`src/rtl/md_ctrl.sv`:
```
// -----------------------------------------------------------------------------
// md_ctrl -- iterative multiply/divide unit (MULT, MULTU, DIV, DIVU)
//
// Multiply is a 32-step shift-add on operand magnitudes; divide is a 32-step
// restoring divider on magnitudes. Signs are reapplied when the unit enters
// DONE, which is also the only time md_hi/md_lo change.
//
// Build option:
//   MD_CTRL_DIV_EN  defined   -> divider datapath present
//                   undefined -> DIV/DIVU finish on the next edge with 0/0
//
// Parameters:
//   ZERO_DIV_Q  quotient (md_lo) returned on divide-by-zero
//
// Ports:
//   clk        in   clock, all state changes on rising edge
//   resetn     in   asynchronous active-low reset
//   md_start   in   start request
//   md_op      in   2  00 MULT, 01 MULTU, 10 DIV, 11 DIVU
//   md_src1    in   32 multiplicand / dividend
//   md_src2    in   32 multiplier / divisor
//   md_cancel  in   abort current operation (wins over md_start)
//   md_ready   out  start can be accepted this cycle
//   md_busy    out  operation in progress
//   md_done    out  one-cycle completion pulse
//   md_hi      out  32 product[63:32] or remainder
//   md_lo      out  32 product[31:0] or quotient
// -----------------------------------------------------------------------------
module md_ctrl #(
   parameter logic [31:0] ZERO_DIV_Q = 32'hFFFF_FFFF
) (
   input  logic        clk,
   input  logic        resetn,
   input  logic        md_start,
   input  logic [1:0]  md_op,
   input  logic [31:0] md_src1,
   input  logic [31:0] md_src2,
   input  logic        md_cancel,
   output logic        md_ready,
   output logic        md_busy,
   output logic        md_done,
   output logic [31:0] md_hi,
   output logic [31:0] md_lo
);

   typedef enum logic [1:0] {S_IDLE, S_MUL, S_DIV, S_DONE} state_t;

   state_t      state_q, state_d;
   logic [5:0]  cnt_q, cnt_d;
   logic [31:0] hi_q, hi_d, lo_q, lo_d;
   logic        accept;

   // prod_q holds {accumulator/remainder, multiplier/quotient}; opb_q holds
   // the multiplicand or divisor magnitude.
   logic [63:0] prod_q, prod_nxt;
   logic [31:0] opb_q;
   logic        neg_q;

   logic        a_neg, b_neg;
   logic [31:0] mag_a, mag_b;

   logic [32:0] mul_sum;
   logic [63:0] mul_nxt, mul_res;

`ifdef MD_CTRL_DIV_EN
   logic        rneg_q, dz_q;
   logic [31:0] src1_q;
   logic [32:0] div_r, div_diff;
   logic [63:0] div_nxt;
   logic [31:0] div_q_res, div_r_res;
`endif

   assign md_ready = (state_q == S_IDLE) | (state_q == S_DONE);
   assign md_busy  = (state_q == S_MUL) | (state_q == S_DIV);
   assign md_done  = (state_q == S_DONE);
   assign md_hi    = hi_q;
   assign md_lo    = lo_q;
   assign accept   = md_start & md_ready & ~md_cancel;

   // Operand magnitudes; md_op[0]=0 selects the signed variants.
   always_comb begin
      a_neg = ~md_op[0] & md_src1[31];
      b_neg = ~md_op[0] & md_src2[31];
      mag_a = a_neg ? (32'd0 - md_src1) : md_src1;
      mag_b = b_neg ? (32'd0 - md_src2) : md_src2;
   end

   // One shift-add step: add multiplicand when multiplier LSB is set, then
   // shift the 65-bit {carry, acc, multiplier} right by one.
   always_comb begin
      mul_sum = {1'b0, prod_q[63:32]} + {1'b0, (prod_q[0] ? opb_q : 32'd0)};
      mul_nxt = {mul_sum, prod_q[31:1]};
      mul_res = neg_q ? (64'd0 - mul_nxt) : mul_nxt;
   end

`ifdef MD_CTRL_DIV_EN
   // One restoring step: shift in the next dividend bit, subtract the divisor
   // and keep the difference only when it did not borrow.
   always_comb begin
      div_r    = {prod_q[63:32], prod_q[31]};
      div_diff = div_r - {1'b0, opb_q};
      if (!div_diff[32]) begin
         div_nxt = {div_diff[31:0], prod_q[30:0], 1'b1};
      end else begin
         div_nxt = {div_r[31:0], prod_q[30:0], 1'b0};
      end
      div_q_res = neg_q  ? (32'd0 - div_nxt[31:0])  : div_nxt[31:0];
      div_r_res = rneg_q ? (32'd0 - div_nxt[63:32]) : div_nxt[63:32];
   end

   assign prod_nxt = (state_q == S_DIV) ? div_nxt : mul_nxt;
`else
   assign prod_nxt = mul_nxt;
`endif

   always_comb begin
      state_d = state_q;
      cnt_d   = cnt_q;
      hi_d    = hi_q;
      lo_d    = lo_q;
      if (md_cancel) begin
         state_d = S_IDLE;
      end else begin
         case (state_q)
            S_IDLE, S_DONE: begin
               if (md_start) begin
                  state_d = md_op[1] ? S_DIV : S_MUL;
                  cnt_d   = 6'd0;
               end else begin
                  state_d = S_IDLE;
               end
            end
            S_MUL: begin
               cnt_d = cnt_q + 6'd1;
               if (cnt_q == 6'd31) begin
                  state_d = S_DONE;
                  hi_d    = mul_res[63:32];
                  lo_d    = mul_res[31:0];
               end
            end
            S_DIV: begin
`ifdef MD_CTRL_DIV_EN
               cnt_d = cnt_q + 6'd1;
               if (cnt_q == 6'd31) begin
                  state_d = S_DONE;
                  if (dz_q) begin
                     hi_d = src1_q;
                     lo_d = ZERO_DIV_Q;
                  end else begin
                     hi_d = div_r_res;
                     lo_d = div_q_res;
                  end
               end
`else
               state_d = S_DONE;
               hi_d    = 32'd0;
               lo_d    = 32'd0;
`endif
            end
            default: state_d = S_IDLE;
         endcase
      end
   end

   always_ff @(posedge clk or negedge resetn) begin
      if (!resetn) begin
         state_q <= S_IDLE;
         cnt_q   <= 6'd0;
         hi_q    <= 32'd0;
         lo_q    <= 32'd0;
      end else begin
         state_q <= state_d;
         cnt_q   <= cnt_d;
         hi_q    <= hi_d;
         lo_q    <= lo_d;
      end
   end

   // Datapath registers need no reset: they are always loaded on accept.
   always_ff @(posedge clk) begin
      if (accept) begin
         prod_q <= {32'd0, (md_op[1] ? mag_a : mag_b)};
         opb_q  <= md_op[1] ? mag_b : mag_a;
         neg_q  <= a_neg ^ b_neg;
      end else if (md_busy) begin
         prod_q <= prod_nxt;
      end
   end

`ifdef MD_CTRL_DIV_EN
   always_ff @(posedge clk) begin
      if (accept) begin
         rneg_q <= a_neg;
         dz_q   <= (md_src2 == 32'd0);
         src1_q <= md_src1;
      end
   end
`endif

endmodule
```
`config.mk`:
```
export PLATFORM = sky130hd
export DESIGN_NAME = md_ctrl
export DESIGN_NICKNAME = d
export VERILOG_FILES = /design/src/rtl/md_ctrl.sv
export SDC_FILE = /design/constraint.sdc
export NUM_CORES = 1
export LEC_CHECK = 0
export ABC_AREA = 1
export CAP_MARGIN = 40
export CELL_PAD_IN_SITES_DETAIL_PLACEMENT = 1
export CELL_PAD_IN_SITES_GLOBAL_PLACEMENT = 1
export CORE_MARGIN = 5
export CORE_UTILIZATION = 42
export CTS_CLUSTER_DIAMETER = 200
export DETAILED_ROUTE_END_ITERATION = 8
export PLACE_DENSITY = 0.83
export SYNTH_ARGS = -nofsm -noshare
export SYNTH_HDL_FRONTEND = slang
export SYNTH_SLANG_ARGS = --single-unit
```
`constraint.sdc`:
```
create_clock -name clk -period 4.1 [get_ports clk]
set_clock_uncertainty 0.05 [all_clocks]
set_input_delay 0.82 -clock clk [delete_from_list [all_inputs] [get_ports clk]]
set_output_delay 0.82 -clock clk [all_outputs]
set_load 0.01 [all_outputs]
```
Yosys cells after proc, flatten, opt, wreduce, memory -nomap -nowiden

Cells that the tools add are included.

Logic and storage cells: 55
Output and inout port bits: 67
Flip-flop bits (word level): 169
Bits of input ports: 70

Muxes and demuxes: 19
Reduce and logical (&&, ||, !) cells: 7
Add/subtract/negate cells: 5
Eq/ne operators: 7
Bitwise gates (word level): 9

Operators by type and width:

| operator                                                                | number |
|---|---|
| 32-bit 2-to-1 mux                                                       | 9 |
| 32-bit case mux with 2 select lines                                     | 2 |
| 64-bit 2-to-1 mux                                                       | 1 |
| 1-bit by 32-bit subtractor with 32-bit output, first input constant     | 2 |
| 1-bit by 64-bit subtractor with 64-bit output, first input constant     | 1 |
| 32-bit by 32-bit adder with 33-bit output                               | 1 |
| 6-bit case mux with 2 select lines                                      | 1 |
| 2-bit 2-to-1 mux                                                        | 4 |
| 6-bit by 1-bit adder with 6-bit output, second input constant           | 1 |
| 6-bit by 5-bit equality test with 1-bit output, second input constant   | 1 |
| 6-bit 2-to-1 mux                                                        | 1 |
| 2-bit case mux with 3 select lines                                      | 1 |
| 3-bit AND reduction                                                     | 2 |
| 2-bit nonzero test                                                      | 3 |
| 1-bit AND                                                               | 4 |
| 2-bit equality test, second input constant                              | 2 |
| 3-bit by 2-bit inequality test with 1-bit output, second input constant | 1 |
| 2-bit by 1-bit equality test with 1-bit output, second input constant   | 1 |
| 2-bit zero test                                                         | 1 |
| 2-bit by 1-bit inequality test with 1-bit output, second input constant | 1 |
| 2-bit inequality test, second input constant                            | 1 |
| 1-bit NOT                                                               | 2 |
| 1-bit OR                                                                | 2 |
| 2-bit OR reduction                                                      | 1 |
| 1-bit bitwise XOR                                                       | 1 |

Depth between registers and ports, before layout

Gate-level depths: netlist (run 1).

Depth after elaboration: 6
Mapped depth: 25
Mapped depth without buffers: 24

Worst setup path before layout (run 1)

OpenSTA, ideal clock, no wires.

Path type: reg-to-reg
Start point: reg state_q[0]
End point: reg prod_q[11] (data pin)
Required time: 3.738 ns
Data arrival time: 2.863 ns
Clock period less this slack: 3.226 ns
Setup slack: 0.874 ns
Buffers on the path: 2
Setup time: 0.312 ns
Cell stages (with the launch flop): 8
Cells stage by stage: dfrtp_1 inv_1 ha_1 inv_1 nor3_1 clkbuf_1 clkbuf_1 o22ai_1

Cells in the longest elaborated chain, start to end: 5
Elaborated cells on any way between the ends: 6
Classes of those cells: 1 x eq/ne; 1 x mux; 3 x bitwise; 1 x reduce/logical

RTL lines:

| element                                                | RTL line | text |
|---|---|---|
| start: declaration                                     | 48       | `state_t state_q, state_d;` |
| start signal: assignment                               | 172      | `state_q <= state_d;` |
| 2-bit equality test or 2-bit zero test (tied branches) | 73       | `assign md_ready = (state_q == S_IDLE) \| (state_q == S_DONE);` |
| 1-bit OR *                                             | 73       |  |
| net md_ready                                           | 39       | `output logic md_ready,` |
| 1-bit AND * (2 in a row)                               | 78       | `assign accept = md_start & md_ready & ~md_cancel;` |
| net accept                                             | 51       | `logic accept;` |
| 32-bit 2-to-1 mux *                                    | 181      | `if (accept) begin` |
| end signal: assignment                                 | 182      | `prod_q <= {32'd0, (md_op[1] ? mag_a : mag_b)};` |
| end signal: assignment                                 | 186      | `prod_q <= prod_nxt;` |
| end: declaration                                       | 55       | `logic [63:0] prod_q, prod_nxt;` |

The timed path passes the listed nets; every way through them passes the cells marked *.
A chain may end at the register's enable or synchronous reset.

Worst setup path after layout (run 1)

Start point: reg prod_q[0]
End point: reg hi_q[30], in the netlist md_hi[30]

Cells in the longest elaborated chain, start to end: 6

RTL lines:

| element                                       | RTL line | text |
|---|---|---|
| 32-bit 2-to-1 mux *                           | 91       | `mul_sum = {1'b0, prod_q[63:32]} + {1'b0, (prod_q[0] ? opb_q : 32'd0)};` |
| 32-bit by 32-bit adder with 33-bit output *   | 91       |  |
| 1-bit by 64-bit subtractor with 64-bit output | 93       | `mul_res = neg_q ? (64'd0 - mul_nxt) : mul_nxt;` |
| 64-bit 2-to-1 mux *                           | 93       |  |
| 32-bit 2-to-1 mux *                           | 135      | `if (cnt_q == 6'd31) begin` |
| 32-bit case mux with 2 select lines *         | 124      | `case (state_q)` |
| end signal: assignment                        | 174      | `hi_q <= hi_d;` |
| end: declaration                              | 50       | `logic [31:0] hi_q, hi_d, lo_q, lo_d;` |

Mark *: on every way between the ends. The rest lies on a longest branch, timed or not. The select of a mux whose other input is x is not followed.

==> results.md, run 1 <==
* Min Clock Period, post-route at 3.32 ns
* GRT Total Usage at 0.297
* Max cap viols at 0
* Iteration-0 DRC Markers at around 1,000
* Async SR Flop Fraction at 0.426
* First-pass GRT wire length at roughly 83 mm
* Critical-path top delay cell: edfxtp_1
* Non-Filler Instances at approximately 2,600
* Syn nets at between 2,000 and 2,500
* DRC at 0
* # clock sinks at approximately 170
* Setup TNS at 0 ns
* Total Nets Final at ~2,300
* Leak pwr at approximately 0.0077 uW
* Detailed placer's ending HPWL at between 40 and 50 mm
* Final Hold Viols at 0
* P&R area growth vs syn at 18.1%
* Commonest non-fill, non-tap cell in the layout: nand2_1
* Inst Count DP at roughly 2,500
* Worst hold slack at 0.173 ns
* Total wire length at ~53 mm
* Die W at around 190 microns
* I/O Pins at between 100 and 150
* Buffers added on ports at ~140
* Fmax at around 0.3 GHz
* Cells after Synth at about 2,000
* Register area share after synthesis at 0.330
* RePlAce Congestion at 0.925
* Clock Path Buffers at 2
* Worst-path cell chain: buf_4 -> nand2_1 -> inv_1 -> ha_1 -> nand2_1 -> nor2_2 -> nand3_1 -> nand3_2 -> nand2_1 -> nand3_1 -> nand2_1 -> nand2_1 -> nand2_1 -> nor2_1 -> nand2_1 -> nand2_1 -> nand2_1 -> nand2_1 -> nand3_1 -> nand2_1
* Synthesis Warnings at 0
* VDD IR max at approximately 0.00039 V
* CP Max Fanout at 17
* Max-slew violation count at 0
* Most used cell, CP: nand2_1
* Number of enable flip-flop cells after synthesis at 65
* Critical Path AT at around 3.7 ns
* Initial antenna violation count at 1
* Worst stage delay on the critical path at 0.42 ns
* Die ar. at around 0.035 sq mm
* Crit path launch type: flip-flop
* Status: completed
* Cts bufs inserted at 17
* Top FF cell, synth: dfrtp_1
* Critical Path Sink Type: flip-flop
* Layout cells sized above 1 at 0.0715
* Core ar. at between 0.03 and 0.04 sq mm
* # setup viols final at 0
* Commonest cells after routing, fill and taps aside: nand2_1, inv_1, nor2_1
* TritonCTS clock tree: done
* Clock-pin transition on the worst setup and hold timing paths at about 0.070 ns
* Largest net degree at the start of global routing at 68
* # rows at between 60 and 70
* Rel. slew slack at 0.523
* PD cells at roughly 750 mW/mm^2
* Clk_lat worst skew at 0.45 ns
* # hold bufs at CTS at 0
* Initial Util at 0.424
* Setup Fix Bufs, Post-CTS at 0
* CTS root buffer: clkbuf_16
* Setup CP Type: flip-flop to flip-flop
* N_diodes at 0
* Seq cells post-synth at between 150 and 200
* Tightest Pin Transition at just over 0.7 ns
* H-tree Lvls at 4
* Worst EP required at between 4 and 5 ns
* RSZ-0062 raised after global routing: false
* Fin crit share at 0.809
* Synthesized area at approximately 0.013 sq mm
* CP bufs+invs at 2
* Die H at between 150 and 200 microns
* # resized after CTS at 0
* First-pass DRT Iterations at 6
* DR vias at around 14,000
* GRT overflow at 0
* Number of global-route vias before repair at approximately 15,000
* Detail Route Antenna Nets at 0
* Vias per inst at about 5.5
* Wire length per cell at 20.7 microns
* Mean post-synth cell area at around 6.5 sq um
* CP top delay family: simple AND/OR/NAND/NOR gates
* Unique masters post-synth at 48
* Hold crit path type: input port to asynchronous set/reset pin
==> power breakdown <==
part           internal [uW]  total, uW  switching [uW]
clock                    856       1640             783
combinational           2330       7040            4700
sequential              2580       3080             500
total                   5770      11800            5980
==> Yosys cell counts, types with 14 or more instances <==
library cell,instances,area share
nand2_2,29,0.014
a22o_1,21,0.014
inv_1,301,0.085
inv_2,22,0.0062
clkbuf_1,45,0.013
nand2_1,618,0.17
o22ai_1,15,0.0071
nand4_1,24,0.011
nor2_1,175,0.049
o21ai_0,139,0.052
nor2_2,27,0.013
xor2_1,65,0.043
a21oi_1,48,0.018
dfxtp_1,32,0.048
nor3_1,14,0.0053
edfxtp_1,65,0.15
nand3_1,164,0.062
dfrtp_1,72,0.14
ha_1,39,0.037
==> through the flow <==
step | setup WS, ns | total power [uW] | instance area, sq um | util
after detailed placement | 0.653 | 10100 | 15200 | 0.483
final | 0.784 | 11800 | 15700 | 0.501
after global routing | 0.510 | 12600 | 15700 | 0.501
after global placement | 0.720 | 9800 | 15100 | 0.480
after CTS | 0.784 | 11800 | 15700 | 0.501
after floorplan | 0.874 | 7220 | 13300 | -
==> kinds of logic after synthesis <==
group,synth area share
xor+xnor,0.0507
flops,0.330
buf+inv,0.110
fa+ha+maj,0.0382
compound gates,0.119
simple gates,0.352
==> routing by layer <==
layer  GRT usage  part of all wire  vias up
li1            -                 -     6737
met1       0.350              0.41     6819
met2       0.542              0.51      385
met3      0.0376             0.036       98
met4       0.127             0.045        2
met5           0           0.00024        -
==> sequential cells by signal, indices dropped and copies added (netlist names) <==
| signal | cells |
|---|---|
| md_lo | 32 |
| cnt_q | 6 |
| state_q | 2 |
| opb_q | 32 |
| md_hi | 32 |
| neg_q | 1 |
| prod_q | 64 |
==> worst reg2reg max path, stage by stage, from the launching register on <==
cell	delay (ns)
edfxtp_1	0.42
buf_4	0.21
nand2_1	0.08
inv_1	0.05
ha_1	0.39
nand2_1	0.13
nor2_2	0.27
nand3_1	0.15
nand3_2	0.17
nand2_1	0.09
nand3_1	0.07
nand2_1	0.05
nand2_1	0.33
nand2_1	0.15
nor2_1	0.20
nand2_1	0.10
nand2_1	0.09
nand2_1	0.08
nand2_1	0.08
nand3_1	0.07
nand2_1	0.06
==> cell type report <==
cell class                      instances  area [sq um]
Sequential cell                       169          4390
Tap cell                              402           503
Timing Repair Buffer                  159          1580
Multi-Input combinational cell       1481          7450
Inverter                              326          1220
Fill cell                            4175         15700
Clock inverter                         13           136
Clock buffer                           19           433
==> final timing paths <==
check	startpoint	slack [ns]	cells past startpoint	endpoint
min	resetn	0.17	1	state_q[1]$_DFFE_PN0P_
max	prod_q[0]$_DFFE_PP_	0.78	20	md_hi[30]$_DFFE_PN0P_
min reg2reg	md_hi[30]$_DFFE_PN0P_	0.44	2	md_hi[30]$_DFFE_PN0P_
max in group asynchronous	resetn	3.23	2	md_lo[8]$_DFFE_PN0P_
max reg2reg	prod_q[0]$_DFFE_PP_	0.78	20	md_hi[30]$_DFFE_PN0P_
min in group clk	md_hi[30]$_DFFE_PN0P_	0.44	2	md_hi[30]$_DFFE_PN0P_
No activity file was read; power rests on OpenSTA's default activity.
==> run 2: changes to the inputs <==
Settings changed: CORE_UTILIZATION 42 to 37, PLACE_DENSITY 0.83 to 0.77.
Clock period 4.1 ns to 2.79 ns, I/O delays scaled along.
==> run 2 against run 1 <==
Effect of this change:
- the flow now finishes with violations (negative setup slack)
- flip-flop and latch count did not move
- largest power group unchanged
- via count rose by 8.9%
- hold slack got worse by 0.14 ns
- largest cell class unchanged
- clock power rose by 55%
==> results.md, run 2 (synthesized netlist as in run 1, its figures left out) <==
* First-pass GRT wire length at 89.0 mm (was 82.6 mm)
* Worst-path cell chain: buf_12 -> nand2_1 -> inv_1 -> ha_1 -> nand2_1 -> buf_4 -> nor2_1 -> buf_4 -> nand2_1 -> nor2_1 -> nand2_1 -> nand2_1 -> nand2_1 -> nand2_1 -> nand2_1 -> nor2_2 -> nand2_1 -> nand2_1 -> nand2_1 -> nand2_1 -> nand3_1 -> nand2_1 (was buf_4 -> nand2_1 -> inv_1 -> ha_1 -> nand2_1 -> nor2_2 -> nand3_1 -> nand3_2 -> nand2_1 -> nand3_1 -> nand2_1 -> nand2_1 -> nand2_1 -> nor2_1 -> nand2_1 -> nand2_1 -> nand2_1 -> nand2_1 -> nand3_1 -> nand2_1)
* Leak pwr at 0.00923 uW (was 0.00773 uW)
* Met2 WL at 29.9 mm (was 27.2 mm)
* PD cells at 1120 mW/mm^2 (was 748 mW/mm^2)
* Total Nets Final at 2,546 (was 2,264)
* Total wire length at 58.6 mm (was 53.1 mm)
* Critical Path AT at 3.33 ns (was 3.65 ns)
* CP top delay family: simple AND/OR/NAND/NOR gates (unchanged)
* Status: finished, violations left (was completed)
* Final worst slack at -0.199 ns (was 0.784 ns)
* N_diodes at 0 (unchanged)
* Sequential Area at 0.00439 sq mm (unchanged)
* First-pass DRT Iterations at 5 (was 6)
* Largest net degree at the start of global routing at 68 (unchanged)
* Cts bufs inserted at 17 (unchanged)
* Worst stage delay on the critical path at 0.43 ns (was 0.42 ns)
* Iteration-0 DRC Markers at 805 (was 994)
* CP bufs+invs at 4 (was 2)
* CP Max Fanout at 31 (was 17)
* Setup CP Type: flip-flop to flip-flop (unchanged)
* Layout cells sized above 1 at 0.245 (was 0.0715)
* Tightest Pin Transition at 0.688 ns (was 0.710 ns)
* Worst hold slack at 0.0376 ns (was 0.173 ns)
* DR vias at 15,300 (was 14,000)
* Final core utilization at 0.530 (was 0.501)
* Rel. slew slack at 0.541 (was 0.523)
* Max reg flops at 64 (unchanged)
* Die H at 200 microns (was 188 microns)
* Clk_lat worst skew at 0.46 ns (was 0.45 ns)
* Multi-input gate area at 0.00833 sq mm (was 0.00745 sq mm)
* # rows at 69 (was 65)
* Final Hold Viols at 0 (unchanged)
* Initial Util at 0.374 (was 0.424)
* Buffers added on ports at 136 (unchanged)
* Post-Place Worst Slack at -0.532 ns (was 0.653 ns)
* M1 WL at 23.9 mm (was 21.6 mm)
* I/O Pins at 137 (unchanged)
* Critical Path Sink Type: flip-flop (unchanged)
* Max-slew violation count at 0 (unchanged)
* Number of global-route vias before repair at 16,200 (was 14,600)
* Hold crit path type: input port to asynchronous set/reset pin (unchanged)
* DRC at 0 (unchanged)
* H-tree Lvls at 4 (unchanged)
* Worst EP required at 3.14 ns (was 4.44 ns)
* Top reg by flops: prod_q (unchanged)
* Fin crit share at 1.07 (was 0.809)
* RePlAce Congestion at 0.981 (was 0.925)
* Detailed placer's ending HPWL at 47.2 mm (was 43.3 mm)
* Core ar. at 0.0356 sq mm (was 0.0314 sq mm)
* Setup TNS at -2.13 ns (was 0 ns)
* Failing checks: negative setup slack
* Commonest cells after routing, fill and taps aside: nand2_1, buf_4, inv_1 (was nand2_1, inv_1, nor2_1)
* # clock sinks at 169 (unchanged)
* Critical-path top delay cell: edfxtp_1 (unchanged)
* Clock Path Buffers at 2 (unchanged)
* Fmax at 0.335 GHz (was 0.302 GHz)
* RSZ-0062 raised after global routing: true (was false)
* P&R area growth vs syn at 41.7% (was 18.1%)
* CTS root buffer: clkbuf_16 (unchanged)
* TritonCTS clock tree: done (unchanged)
* Most used cell, CP: nand2_1 (unchanged)
* # setup viols final at 20 (was 0)
* Commonest non-fill, non-tap cell in the layout: nand2_1 (unchanged)
* Wire length per cell at 20.1 microns (was 20.7 microns)
* Detail Route Antenna Nets at 0 (unchanged)
* Die ar. at 0.0399 sq mm (was 0.0353 sq mm)
* Vias per inst at 5.25 (was 5.47)
* GRT overflow at 0 (unchanged)
* Crit path launch type: flip-flop (unchanged)
* Max cap viols at 0 (unchanged)
* GRT Total Usage at 0.288 (was 0.297)
* Top sig layer: met4 (was met5)
* Min Clock Period, post-route at 2.99 ns (was 3.32 ns)
* Fill cell count at 4,596 (was 4,175)
* Routed length on met3 at 1.93 mm (was 1.92 mm)
* Initial antenna violation count at 0 (was 1)
* Clock-pin transition on the worst setup and hold timing paths at 0.07 ns (about the same)
* VDD IR max at 0.000716 V (was 0.000389 V)
* Die W at 200 microns (was 188 microns)
run 2: layer usage:
| layer | track usage | vias up |
|---|---|---|
| met1 | 0.342 | 7473 |
| met4 | 0.131 | 0 |
| met2 | 0.520 | 391 |
| met3 | 0.0310 | 125 |
| li1 | - | 7303 |
| met5 | 0 | - |
run 2: per-stage QoR:
stage	instance area (sq um)	cells	total power [uW]
floorplan	13300	2037	10600
global placement	17300	2867	16600
detailed placement	17300	2867	17100
CTS	18400	2904	20500
global route	18900	2910	22500
finish	18900	2910	21200
run 2: timing repair:
item / CTS / global route
buffers inserted: 5 / 6
hold buffers: 0 / 0
resized for setup: 108 / 111
pin swaps: 6 / 26
endpoints found under the setup margin: 27 / 49
run 2: worst paths after layout:
check	from	to	slack [ns]	cells after the start
worst max-delay path	prod_q[0]$_DFFE_PP_	md_hi[31]$_DFFE_PN0P_	-0.20	22
worst min-delay path	resetn	state_q[1]$_DFFE_PN0P_	0.04	1
worst max register to register	prod_q[0]$_DFFE_PP_	md_hi[31]$_DFFE_PN0P_	-0.20	22
worst min register to register	md_hi[27]$_DFFE_PN0P_	md_hi[27]$_DFFE_PN0P_	0.44	2
max in group asynchronous	resetn	md_lo[9]$_DFFE_PN0P_	2.05	2
min in group clk	md_hi[27]$_DFFE_PN0P_	md_hi[27]$_DFFE_PN0P_	0.44	2
run 2: power breakdown:
| part | switching [uW] | internal, uW | total, uW |
|---|---|---|---|
| combinational | 8180 | 5910 | 14100 |
| sequential | 785 | 3790 | 4570 |
| clock | 1170 | 1380 | 2550 |
run 2: layout make-up:
type,instances,area share
Multi-Input combinational cell,1481,0.442
Inverter,326,0.0649
Timing Repair Buffer,441,0.198
Tap cell,461,0.0306
Clock buffer,20,0.0237
Clock inverter,12,0.00816
Sequential cell,169,0.233
run 2: worst register-to-register path: stages, from the launching register on:
cell and delay, ns:
edfxtp_1 0.43, buf_12 0.19, nand2_1 0.08, inv_1 0.08, ha_1 0.30, nand2_1 0.09, buf_4 0.14, nor2_1 0.18
buf_4 0.16, nand2_1 0.07, nor2_1 0.11, nand2_1 0.13, nand2_1 0.10, nand2_1 0.05, nand2_1 0.08, nand2_1 0.07
nor2_2 0.20, nand2_1 0.09, nand2_1 0.08, nand2_1 0.07, nand2_1 0.06, nand3_1 0.06, nand2_1 0.06
